## src/rtl/external_io_fifo.sv

```systemverilog
`default_nettype none
// ============================================================================
// Module   : external_io_fifo
// Brief    : Oversampled SPI front end: job config, device config, result FIFO
// Revision : 1.0
// ============================================================================
module external_io_fifo #(
  parameter int JOB_CONFIG_WIDTH    = 8,
  parameter int DEVICE_CONFIG_WIDTH = 8,
  parameter int RESULT_WIDTH        = 40,
  parameter int RESULT_DEPTH        = 4,
  parameter int SYNC_STAGES         = 2
) (
  input  logic                               clk,
  input  logic                               reset,
  input  logic                               sck0,
  input  logic                               sdi0,
  input  logic                               cs0_n,
  input  logic                               sck1,
  input  logic                               sdi1,
  output logic                               sdo1,
  input  logic                               cs1_n,
  output logic [DEVICE_CONFIG_WIDTH-1:0]     device_config,
  output logic [JOB_CONFIG_WIDTH-1:0]        job_config,
  output logic                               core_reset_n,
  input  logic                               shapool_success,
  input  logic [RESULT_WIDTH-1:0]            shapool_result,
  output logic [$clog2(RESULT_DEPTH+1)-1:0]  result_count,
  output logic                               overflow,
  output logic                               ready
);

  localparam int C_CNT_W  = $clog2(RESULT_DEPTH + 1);
  localparam int C_PTR_W  = $clog2(RESULT_DEPTH);
  localparam int C_C0_W   = $clog2(JOB_CONFIG_WIDTH + 1);
  localparam int C_S1_MAX = (RESULT_WIDTH > DEVICE_CONFIG_WIDTH) ? RESULT_WIDTH : DEVICE_CONFIG_WIDTH;
  localparam int C_C1_W   = $clog2(C_S1_MAX + 1);

  localparam logic [C_C0_W-1:0]  C_JOB_BITS = C_C0_W'(JOB_CONFIG_WIDTH);
  localparam logic [C_C1_W-1:0]  C_DEV_BITS = C_C1_W'(DEVICE_CONFIG_WIDTH);
  localparam logic [C_C1_W-1:0]  C_RES_BITS = C_C1_W'(RESULT_WIDTH);
  localparam logic [C_C1_W-1:0]  C_S1_SAT   = C_C1_W'(C_S1_MAX);
  localparam logic [C_CNT_W-1:0] C_FULL     = C_CNT_W'(RESULT_DEPTH);

  // Synchronisers reset low so a chip select held low across reset yields no falling edge.
  logic [SYNC_STAGES-1:0] r_s_sck0, r_s_sdi0, r_s_cs0, r_s_sck1, r_s_sdi1, r_s_cs1;
  logic [3:0]             r_prev;
  logic w_sck0, w_sdi0, w_cs0, w_sck1, w_sdi1, w_cs1;
  logic w_sck0_rise, w_cs0_fall, w_cs0_rise;
  logic w_sck1_rise, w_sck1_fall, w_cs1_fall, w_cs1_rise;

  always_ff @(posedge clk) begin
    if (reset) begin
      r_s_sck0 <= '0;
      r_s_sdi0 <= '0;
      r_s_cs0  <= '0;
      r_s_sck1 <= '0;
      r_s_sdi1 <= '0;
      r_s_cs1  <= '0;
      r_prev   <= '0;
    end else begin
      r_s_sck0 <= {r_s_sck0[SYNC_STAGES-2:0], sck0};
      r_s_sdi0 <= {r_s_sdi0[SYNC_STAGES-2:0], sdi0};
      r_s_cs0  <= {r_s_cs0[SYNC_STAGES-2:0],  cs0_n};
      r_s_sck1 <= {r_s_sck1[SYNC_STAGES-2:0], sck1};
      r_s_sdi1 <= {r_s_sdi1[SYNC_STAGES-2:0], sdi1};
      r_s_cs1  <= {r_s_cs1[SYNC_STAGES-2:0],  cs1_n};
      r_prev   <= {w_cs1, w_sck1, w_cs0, w_sck0};
    end
  end

  assign w_sck0      = r_s_sck0[SYNC_STAGES-1];
  assign w_sdi0      = r_s_sdi0[SYNC_STAGES-1];
  assign w_cs0       = r_s_cs0[SYNC_STAGES-1];
  assign w_sck1      = r_s_sck1[SYNC_STAGES-1];
  assign w_sdi1      = r_s_sdi1[SYNC_STAGES-1];
  assign w_cs1       = r_s_cs1[SYNC_STAGES-1];
  assign w_sck0_rise = w_sck0 & ~r_prev[0];
  assign w_cs0_fall  = ~w_cs0 & r_prev[1];
  assign w_cs0_rise  = w_cs0 & ~r_prev[1];
  assign w_sck1_rise = w_sck1 & ~r_prev[2];
  assign w_sck1_fall = ~w_sck1 & r_prev[2];
  assign w_cs1_fall  = ~w_cs1 & r_prev[3];
  assign w_cs1_rise  = w_cs1 & ~r_prev[3];

  // ---------------------------------------------------------------- SPI0
  logic [JOB_CONFIG_WIDTH-1:0] r_shadow0;
  logic [C_C0_W-1:0]           r_cnt0;
  logic                        r_active0;
  logic                        r_commit0;

  always_ff @(posedge clk) begin
    if (reset) begin
      r_shadow0  <= '0;
      r_cnt0     <= '0;
      r_active0  <= 1'b0;
      r_commit0  <= 1'b0;
      job_config <= '0;
    end else begin
      r_commit0 <= 1'b0;
      if (w_cs0_fall) begin
        r_active0 <= 1'b1;
        r_shadow0 <= '0;
        r_cnt0    <= '0;
      end else if (r_active0) begin
        if (w_cs0_rise) begin
          r_active0 <= 1'b0;
          if (r_cnt0 >= C_JOB_BITS) begin
            job_config <= r_shadow0;
            r_commit0  <= 1'b1;
          end
        end else if (w_sck0_rise) begin
          r_shadow0 <= {r_shadow0[JOB_CONFIG_WIDTH-2:0], w_sdi0};
          if (r_cnt0 != C_JOB_BITS) r_cnt0 <= r_cnt0 + C_C0_W'(1);
        end
      end
    end
  end

  // Held low through the commit decision so the core never sees a one-cycle release.
  assign core_reset_n = ~reset & w_cs0 & ~r_active0 & ~r_commit0;

  // ---------------------------------------------------------------- FIFO storage
  logic [RESULT_WIDTH-1:0] r_mem [RESULT_DEPTH];
  logic [C_PTR_W-1:0]      r_wr_ptr, r_rd_ptr;
  logic [C_CNT_W-1:0]      w_count_next;
  logic                    r_success_d;
  logic                    w_push_edge, w_full, w_push, w_pop;

  // ---------------------------------------------------------------- SPI1
  logic [DEVICE_CONFIG_WIDTH-1:0] r_cfg_shift;
  logic [DEVICE_CONFIG_WIDTH-1:0] w_cfg_value;
  logic [RESULT_WIDTH-1:0]        r_rd_shift;
  logic [C_C1_W-1:0]              r_cnt1;
  logic                           r_active1, r_read_mode, r_cfg_bit, r_cfg_pend;

  // A bit sampled on the last rise but not yet shifted still belongs to the payload.
  assign w_cfg_value = r_cfg_pend ? {r_cfg_shift[DEVICE_CONFIG_WIDTH-2:0], r_cfg_bit} : r_cfg_shift;
  assign w_pop       = r_active1 & r_read_mode & w_cs1_rise & (r_cnt1 >= C_RES_BITS);

  always_ff @(posedge clk) begin
    if (reset) begin
      r_cfg_shift   <= '0;
      r_rd_shift    <= '0;
      r_cnt1        <= '0;
      r_active1     <= 1'b0;
      r_read_mode   <= 1'b0;
      r_cfg_bit     <= 1'b0;
      r_cfg_pend    <= 1'b0;
      device_config <= '0;
    end else if (w_cs1_fall) begin
      r_active1   <= 1'b1;
      r_cnt1      <= '0;
      r_cfg_pend  <= 1'b0;
      r_read_mode <= (result_count != '0);
      r_cfg_shift <= device_config;
      r_rd_shift  <= r_mem[r_rd_ptr];
    end else if (r_active1) begin
      if (w_cs1_rise) begin
        r_active1 <= 1'b0;
        if (!r_read_mode && (r_cnt1 >= C_DEV_BITS)) device_config <= w_cfg_value;
      end else begin
        if (w_sck1_rise) begin
          if (r_cnt1 != C_S1_SAT) r_cnt1 <= r_cnt1 + C_C1_W'(1);
          r_cfg_bit  <= w_sdi1;
          r_cfg_pend <= 1'b1;
        end
        if (w_sck1_fall) begin
          if (r_read_mode) begin
            r_rd_shift <= {r_rd_shift[RESULT_WIDTH-2:0], 1'b0};
          end else if (r_cfg_pend) begin
            r_cfg_shift <= {r_cfg_shift[DEVICE_CONFIG_WIDTH-2:0], r_cfg_bit};
            r_cfg_pend  <= 1'b0;
          end
        end
      end
    end
  end

  assign sdo1 = r_active1 & ~w_cs1 &
                (r_read_mode ? r_rd_shift[RESULT_WIDTH-1] : r_cfg_shift[DEVICE_CONFIG_WIDTH-1]);

  // ---------------------------------------------------------------- FIFO control
  assign w_push_edge = shapool_success & ~r_success_d;
  assign w_full      = (result_count == C_FULL);
  assign w_push      = w_push_edge & (~w_full | w_pop);

  always_comb begin
    w_count_next = result_count;
    if (w_push && !w_pop)      w_count_next = result_count + C_CNT_W'(1);
    else if (!w_push && w_pop) w_count_next = result_count - C_CNT_W'(1);
  end

  always_ff @(posedge clk) begin
    if (w_push) r_mem[r_wr_ptr] <= shapool_result;
  end

  always_ff @(posedge clk) begin
    if (reset) begin
      r_success_d  <= 1'b0;
      r_wr_ptr     <= '0;
      r_rd_ptr     <= '0;
      result_count <= '0;
      overflow     <= 1'b0;
      ready        <= 1'b0;
    end else begin
      r_success_d  <= shapool_success;
      if (w_push) r_wr_ptr <= r_wr_ptr + C_PTR_W'(1);
      if (w_pop)  r_rd_ptr <= r_rd_ptr + C_PTR_W'(1);
      if (w_push_edge && w_full && !w_pop) overflow <= 1'b1;
      result_count <= w_count_next;
      ready        <= (w_count_next != '0);
    end
  end

endmodule
`default_nettype wire

```

## config.mk

```make
export PLATFORM = sky130hd
export DESIGN_NAME = external_io_fifo
export DESIGN_NICKNAME = d
export VERILOG_FILES = /design/src/rtl/external_io_fifo.sv
export SDC_FILE = /design/constraint.sdc
export NUM_CORES = 1
export LEC_CHECK = 0
export BUFFER_PORTS_ARGS = -buffer_cell sky130_fd_sc_hd__buf_2
export CAP_MARGIN = 5
export CORE_MARGIN = 5
export CORE_UTILIZATION = 55
export CTS_CLUSTER_SIZE = 24
export DETAILED_ROUTE_END_ITERATION = 10
export PLACE_DENSITY = 0.8
export SLEW_MARGIN = 20
export SYNTH_ARGS = -nofsm -noshare
export SYNTH_HDL_FRONTEND = slang
export SYNTH_SLANG_ARGS = --single-unit
```

## constraint.sdc

```tcl
create_clock -name clk -period 3.6 [get_ports clk]
set_input_delay 0.54 -clock clk [delete_from_list [all_inputs] [get_ports clk]]
set_output_delay 0.54 -clock clk [all_outputs]
set_load 0.03 [all_outputs]
```

Word level (Yosys, flattened, before mapping)
Memories as Yosys holds them, arrays and structs flattened. A register that Yosys moved wholly into a read port is not among the register bits.
Cells that the tools add are included.
{"block": "totals", "output_inout_bits": 23, "mem_count": 1, "reg_bits": 114, "in_bits": 49, "ramBits": 160}
{"name": "r_mem", "words": 4, "word_bits": 40, "rd": 1, "rd_ports_with_merged_regs": 1, "wr": 1, "line": "124", "text": "logic [RESULT_WIDTH-1:0] r_mem [RESULT_DEPTH];"}
{"block": "classes", "addsub": 6, "eq_ne": 5, "order_cmp": 3, "mux": 29, "bitwise_logic": 34, "n_reduce_logical": 25}
{"cell": "2-to-1 mux 40 bit", "n": 5}
{"cell": "2-to-1 mux 8 bit", "n": 6}
{"cell": "AND reduction 4 bit", "n": 7}
{"cell": "AND 1 bit", "n": 17}
{"cell": "inverter 1 bit", "n": 16}
{"cell": "2-to-1 mux 1 bit", "n": 14}
{"cell": "adder 6 x 1 -> 6 bit, second input constant", "n": 1}
{"cell": "greater-or-equal comparator 6 x 4 -> 1 bit, second input constant", "n": 1}
{"cell": "greater-or-equal comparator 6 bit, second input constant", "n": 1}
{"cell": "2-to-1 mux 3 bit", "n": 2}
{"cell": "!= test 6 bit, second input constant", "n": 1}
{"cell": "nonzero test 2 bit", "n": 3}
{"cell": "nonzero test 3 bit", "n": 2}
{"cell": "logical AND 1 bit", "n": 5}
{"cell": "adder 2 x 1 -> 2 bit, second input constant", "n": 2}
{"cell": "adder 4 x 1 -> 4 bit, second input constant", "n": 1}
{"cell": "greater-or-equal comparator 4 bit, second input constant", "n": 1}
{"cell": "2-to-1 mux 2 bit", "n": 2}
{"cell": "!= test 2 bit, second input constant", "n": 2}
{"cell": "!= test 4 bit, second input constant", "n": 1}
{"cell": "OR reduction 2 bit", "n": 2}
{"cell": "OR reduction 4 bit", "n": 1}
{"cell": "adder 3 x 1 -> 3 bit, second input constant", "n": 1}
{"cell": "== test 3 bit, second input constant", "n": 1}
{"cell": "other kinds (5)", "n": 7}

Depth between registers and ports, before layout
{"block": "depth", "depth_word": 11, "depth_mapped": 8}

Worst setup path after synthesis
OpenSTA, ideal clock, no wires.
{"block": "synth_timing", "kind": "reg-to-reg", "startpoint": "register result_count[1]", "endpoint": "memory r_mem[0][0] (enable)", "arrival_ns": 2.209, "required_ns": 3.199, "path_buffers": 0, "path_stages_with_launch": 6, "setup_slack_ns": 0.990, "setup_ns": 0.401, "synth_period_minus_slack_ns": 2.610, "path_cell_list": "dfxtp_1 inv_1 ha_1 nand2_1 o21a_1 and2_1"}
{"block": "synth_between", "elab_chain_cells": 6}
{"element": "from (decl)", "line": "28", "text": "output logic [$clog2(RESULT_DEPTH+1)-1:0] result_count,"}
{"element": "from (signal assigned)", "line": "211", "text": "result_count <= w_count_next;"}
{"element": "== test 3 bit", "line": "185", "text": "assign w_full = (result_count == C_FULL);"}
{"element": "inverter 1 bit", "line": "186", "text": "assign w_push = w_push_edge & (~w_full | w_pop);"}
{"element": "bitwise OR 1 bit", "line": "186"}
{"element": "AND 1 bit", "line": "186"}
{"element": "2-to-1 mux 1 bit", "line": "195", "text": "if (w_push) r_mem[r_wr_ptr] <= shapool_result;"}
{"element": "2-to-1 mux 1 bit (not written as such)", "line": "195"}
{"element": "to (decl)", "line": "124"}
No other way between the ends.

Worst setup path after layout
{"block": "layout_timing", "startpoint": "register r_s_cs1[1]", "endpoint": "memory r_mem[0][4] (enable)"}
{"block": "layout_between", "elab_chain_cells": 7}
{"element": "from (decl)", "line": "46", "text": "logic [SYNC_STAGES-1:0] r_s_sck0, r_s_sdi0, r_s_cs0, r_s_sck1, r_s_sdi1, r_s_cs1;"}
{"element": "from (signal assigned)", "line": "67", "text": "r_s_cs1 <= {r_s_cs1[SYNC_STAGES-2:0], cs1_n};"}
{"element": "AND 1 bit", "line": "84", "text": "assign w_cs1_rise = w_cs1 & ~r_prev[3];"}
{"element": "AND 1 bit (2 in series)", "line": "139", "text": "assign w_pop = r_active1 & r_read_mode & w_cs1_rise & (r_cnt1 >= C_RES_BITS);"}
{"element": "bitwise OR 1 bit", "line": "186"}
{"element": "AND 1 bit", "line": "186"}
{"element": "2-to-1 mux 1 bit", "line": "195"}
{"element": "2-to-1 mux 1 bit (not written as such)", "line": "195"}
No other way between the ends.

==> flow_summary.yaml <==
yosys:
  synth_area_mm2: 0.0107
  synth.yosys.seq_area_share: 0.665
  ys_top_cells_by_area: "edfxtp_1, dfxtp_1, mux4_2, mux2i_1, nor2_1"
  syn-num-nets: 816
  muxShareOfSynthArea: 0.131
  synth_top_area_frac: 0.448
  avgSynthCellArea_um2: 14.2
  synth_simple_gate_area_share: 0.0870
  synth-edff-count: 160
  yosysTopAreaCell: "edfxtp_1"
  yosysWarningCount: 0
  ys.flop_type: "edfxtp_1"
  synth_compound_area_frac: 0.0668
  synth_seq_cells: 276
  synth_xor_area_frac: 0.0106
  synth_fa_ha_area_frac: 0.0163
  ys_types: 49
  synth_top_family_by_area: "multiplexers"
  synthCells: 753
  synthArstFlopShare: 0
sta:
  setup_tns_ps: 0
  final_max_slew_viol_count: 0
  fin_worst_skew_ps: 21.6
  period_share: 0.694
  clock.fmax_mhz: 400
  slew_headroom: 0.309
  final-hold-violation-count: 0
  setup_viol: 0
  tightest_slew_ps: 1040
  rsz0062_at_grt: "no"
  min_period_ps: 2500
placement:
  dp_cells: 1053
  hpwl_um: 11200
  gp_routability_congestion: 0.758
  portBuffers: 71
  placed_area_mm2: 0.0113
die:
  die_h_um: 150
  die_w_um: 150
  core_mm2: 0.0193
  floorplan.initialDensity: 0.554
  dieArea_mm2: 0.0224
  pin_count: 72
  rows: 51
clock_network:
  cts_tree: "done"
  post-cts-setup-buffers: 0
  cts_hold_buf: 0
  cts.sinks: 276
  path_clk_slew_ps: 60
  cts_htree_levels: 1
  post_cts_resized: 0
  worstSkewPairLatency_ps: 540
  numCtsBuffers: 27
  cts.path.max_buffers: 3
  cts_root_buf: "clkbuf_16"
detailed_routing:
  drt_iter0_markers: 347
  final_antenna_net_count: 0
  post-route-drc-count: 0
  viasPerCell: 5.50
  first_pass_iters: 5
  routed_wl_um: 19100
  vias: 6069
  wl_per_cell_um: 17.4
setup_path:
  crit_arrival_ps: 2720
  path_class: "reg -> reg"
  startpoint_type: "register"
  worstPathMaxFanout: 22
  cp.required_ps: 3820
  crit_path_end_kind: "register"
cells_and_area:
  nFillCells: 1403
  multiInputGateArea_mm2: 0.00335
  stdcell_count: 1103
  diodes: 0
  syn2layout_area_growth_pct: 14.9
  seqCellArea_mm2: 0.00713
  drive_above_1_share: 0.232
  stdcell_area_mm2: 0.0123
  nNetsFinal: 880
global_routing:
  grt_max_degree: 79
  gr-usage-all-layers: 0.173
  grt_first_pass_wirelength_um: 31000
  grt_overflow: 0
  grt_pass1_vias: 6061
  antenna_found_initial: 0
job:
  cap_viol_max_count: 0
pwr:
  p_per_area_mw_per_mm2: 548
  vdd_drop_max_mv: 0.443
  p_leak_nw: 4.19
hold_path:
  worstHoldPathType: "in -> reg"
status:
  status: "completed"
## flip-flops by register name, summed over array words and instances, names as in the netlist, 2 cells and up, named ones only
name,cells
r_s_sdi1,2
result_count,3
r_cnt0,4
device_config,8
r_cnt1,6
r_s_sdi0,2
r_wr_ptr,2
r_s_cs0,2
r_s_sck0,2
job_config,8
r_s_sck1,2
r_rd_shift,40
r_mem,160
r_s_cs1,2
r_prev,4
r_rd_ptr,2
r_shadow0,8
r_cfg_shift,8
## path summary, 6_finish.rpt
kind | start | endpoint | slack [ps] | cells after the start
max | r_s_cs1[1] | r_mem[0][4] | 1100 | 6
min | shapool_result[20] | r_mem[2][20] | 220 | 1
max reg2reg | r_s_cs1[1] | r_mem[0][4] | 1100 | 6
min reg2reg | r_s_sdi0[0] | r_s_sdi0[1] | 440 | 1
## metrics by stage
stage | worst slack (ps) | hold WS [ps] | utilization | total power [mW]
after floorplan | 990 | 414 | - | 3.74
after global placement | 1060 | 423 | 0.586 | 3.84
after detailed placement | 985 | 426 | 0.586 | 3.86
after CTS | 1080 | 194 | 0.637 | 6.82
after global routing | 902 | 196 | 0.637 | 6.99
final | 1100 | 220 | 0.637 | 6.75
## routing by layer
| layer | vias up | GRT usage | share of wire |
|---|---|---|---|
| met3 | 25 | 0.0318 | 0.045 |
| met5 | - | 0 | 0 |
| met1 | 2982 | 0.228 | 0.43 |
| li1 | 2930 | - | - |
| met2 | 132 | 0.305 | 0.51 |
| met4 | 0 | 0.0316 | 0.016 |
## synthesized netlist by cell type, drive strengths merged, types with 4 or more instances
library cell  number
a211oi            49
a21oi             31
and2               4
buf               27
clkbuf            18
dfxtp            116
edfxtp           160
ha                14
inv               12
mux2i             50
mux4              40
nand2             40
nand2b             5
nand3              4
nand4              4
nor2             112
nor2b             17
o221a              8
xnor2              6
xor2               7
## layout by cell type, fill, tap and decap left out, drive strengths merged, types with 2 or more instances in the layout
master    n
clkbuf   40
nand3     4
mux4     40
nand4     4
buf      80
xnor2     6
bufinv    2
nor4b     2
nand2b    5
ha       14
and4bb    2
nor2b    17
or2       2
nor2    112
edfxtp  160
mux2i    50
o31ai     2
nand4b    2
nand2    40
o21ai     2
a211oi   49
clkinv    5
and3      2
dfxtp   116
inv      15
xor2      7
and2      4
a21oi    31
nor3      2
o221a     8
## worst max-delay path, stage by stage (launching register included)
cell     delay (ps)
dfxtp_1         380
ha_1            240
nand4_2         190
nor2_2          220
o21a_1          320
and2_2          570
buf_12          270
## logic make-up (layout without fill, tap and decap cells)
| kind of cell | count (synthesis) | in the layout |
|---|---|---|
| flops | 276 | 276 |
| simple gates | 202 | 202 |
| compound gates | 101 | 101 |
| mux | 90 | 90 |
| buf+inv | 57 | 142 |
| fa+ha+maj | 14 | 14 |
| xor+xnor | 13 | 13 |
## cell type report
cell class | instances | area share
flip-flops and latches | 276 | 0.579
multi-input cells | 420 | 0.272
clock buffers | 40 | 0.0696
repair buffers | 80 | 0.0386
well taps | 265 | 0.0269
clock inverters | 10 | 0.00955
inverters | 12 | 0.00366
## power by group
part | leakage [nW] | total [mW] | switching (mW) | internal, mW
sequential | 2.40 | 3.48 | 0.0384 | 3.45
combinational | 1.29 | 0.309 | 0.186 | 0.123
clock | 0.491 | 2.95 | 1.15 | 1.80
total | 4.19 | 6.75 | 1.38 | 5.37
No activity file was read; power rests on OpenSTA's default activity.
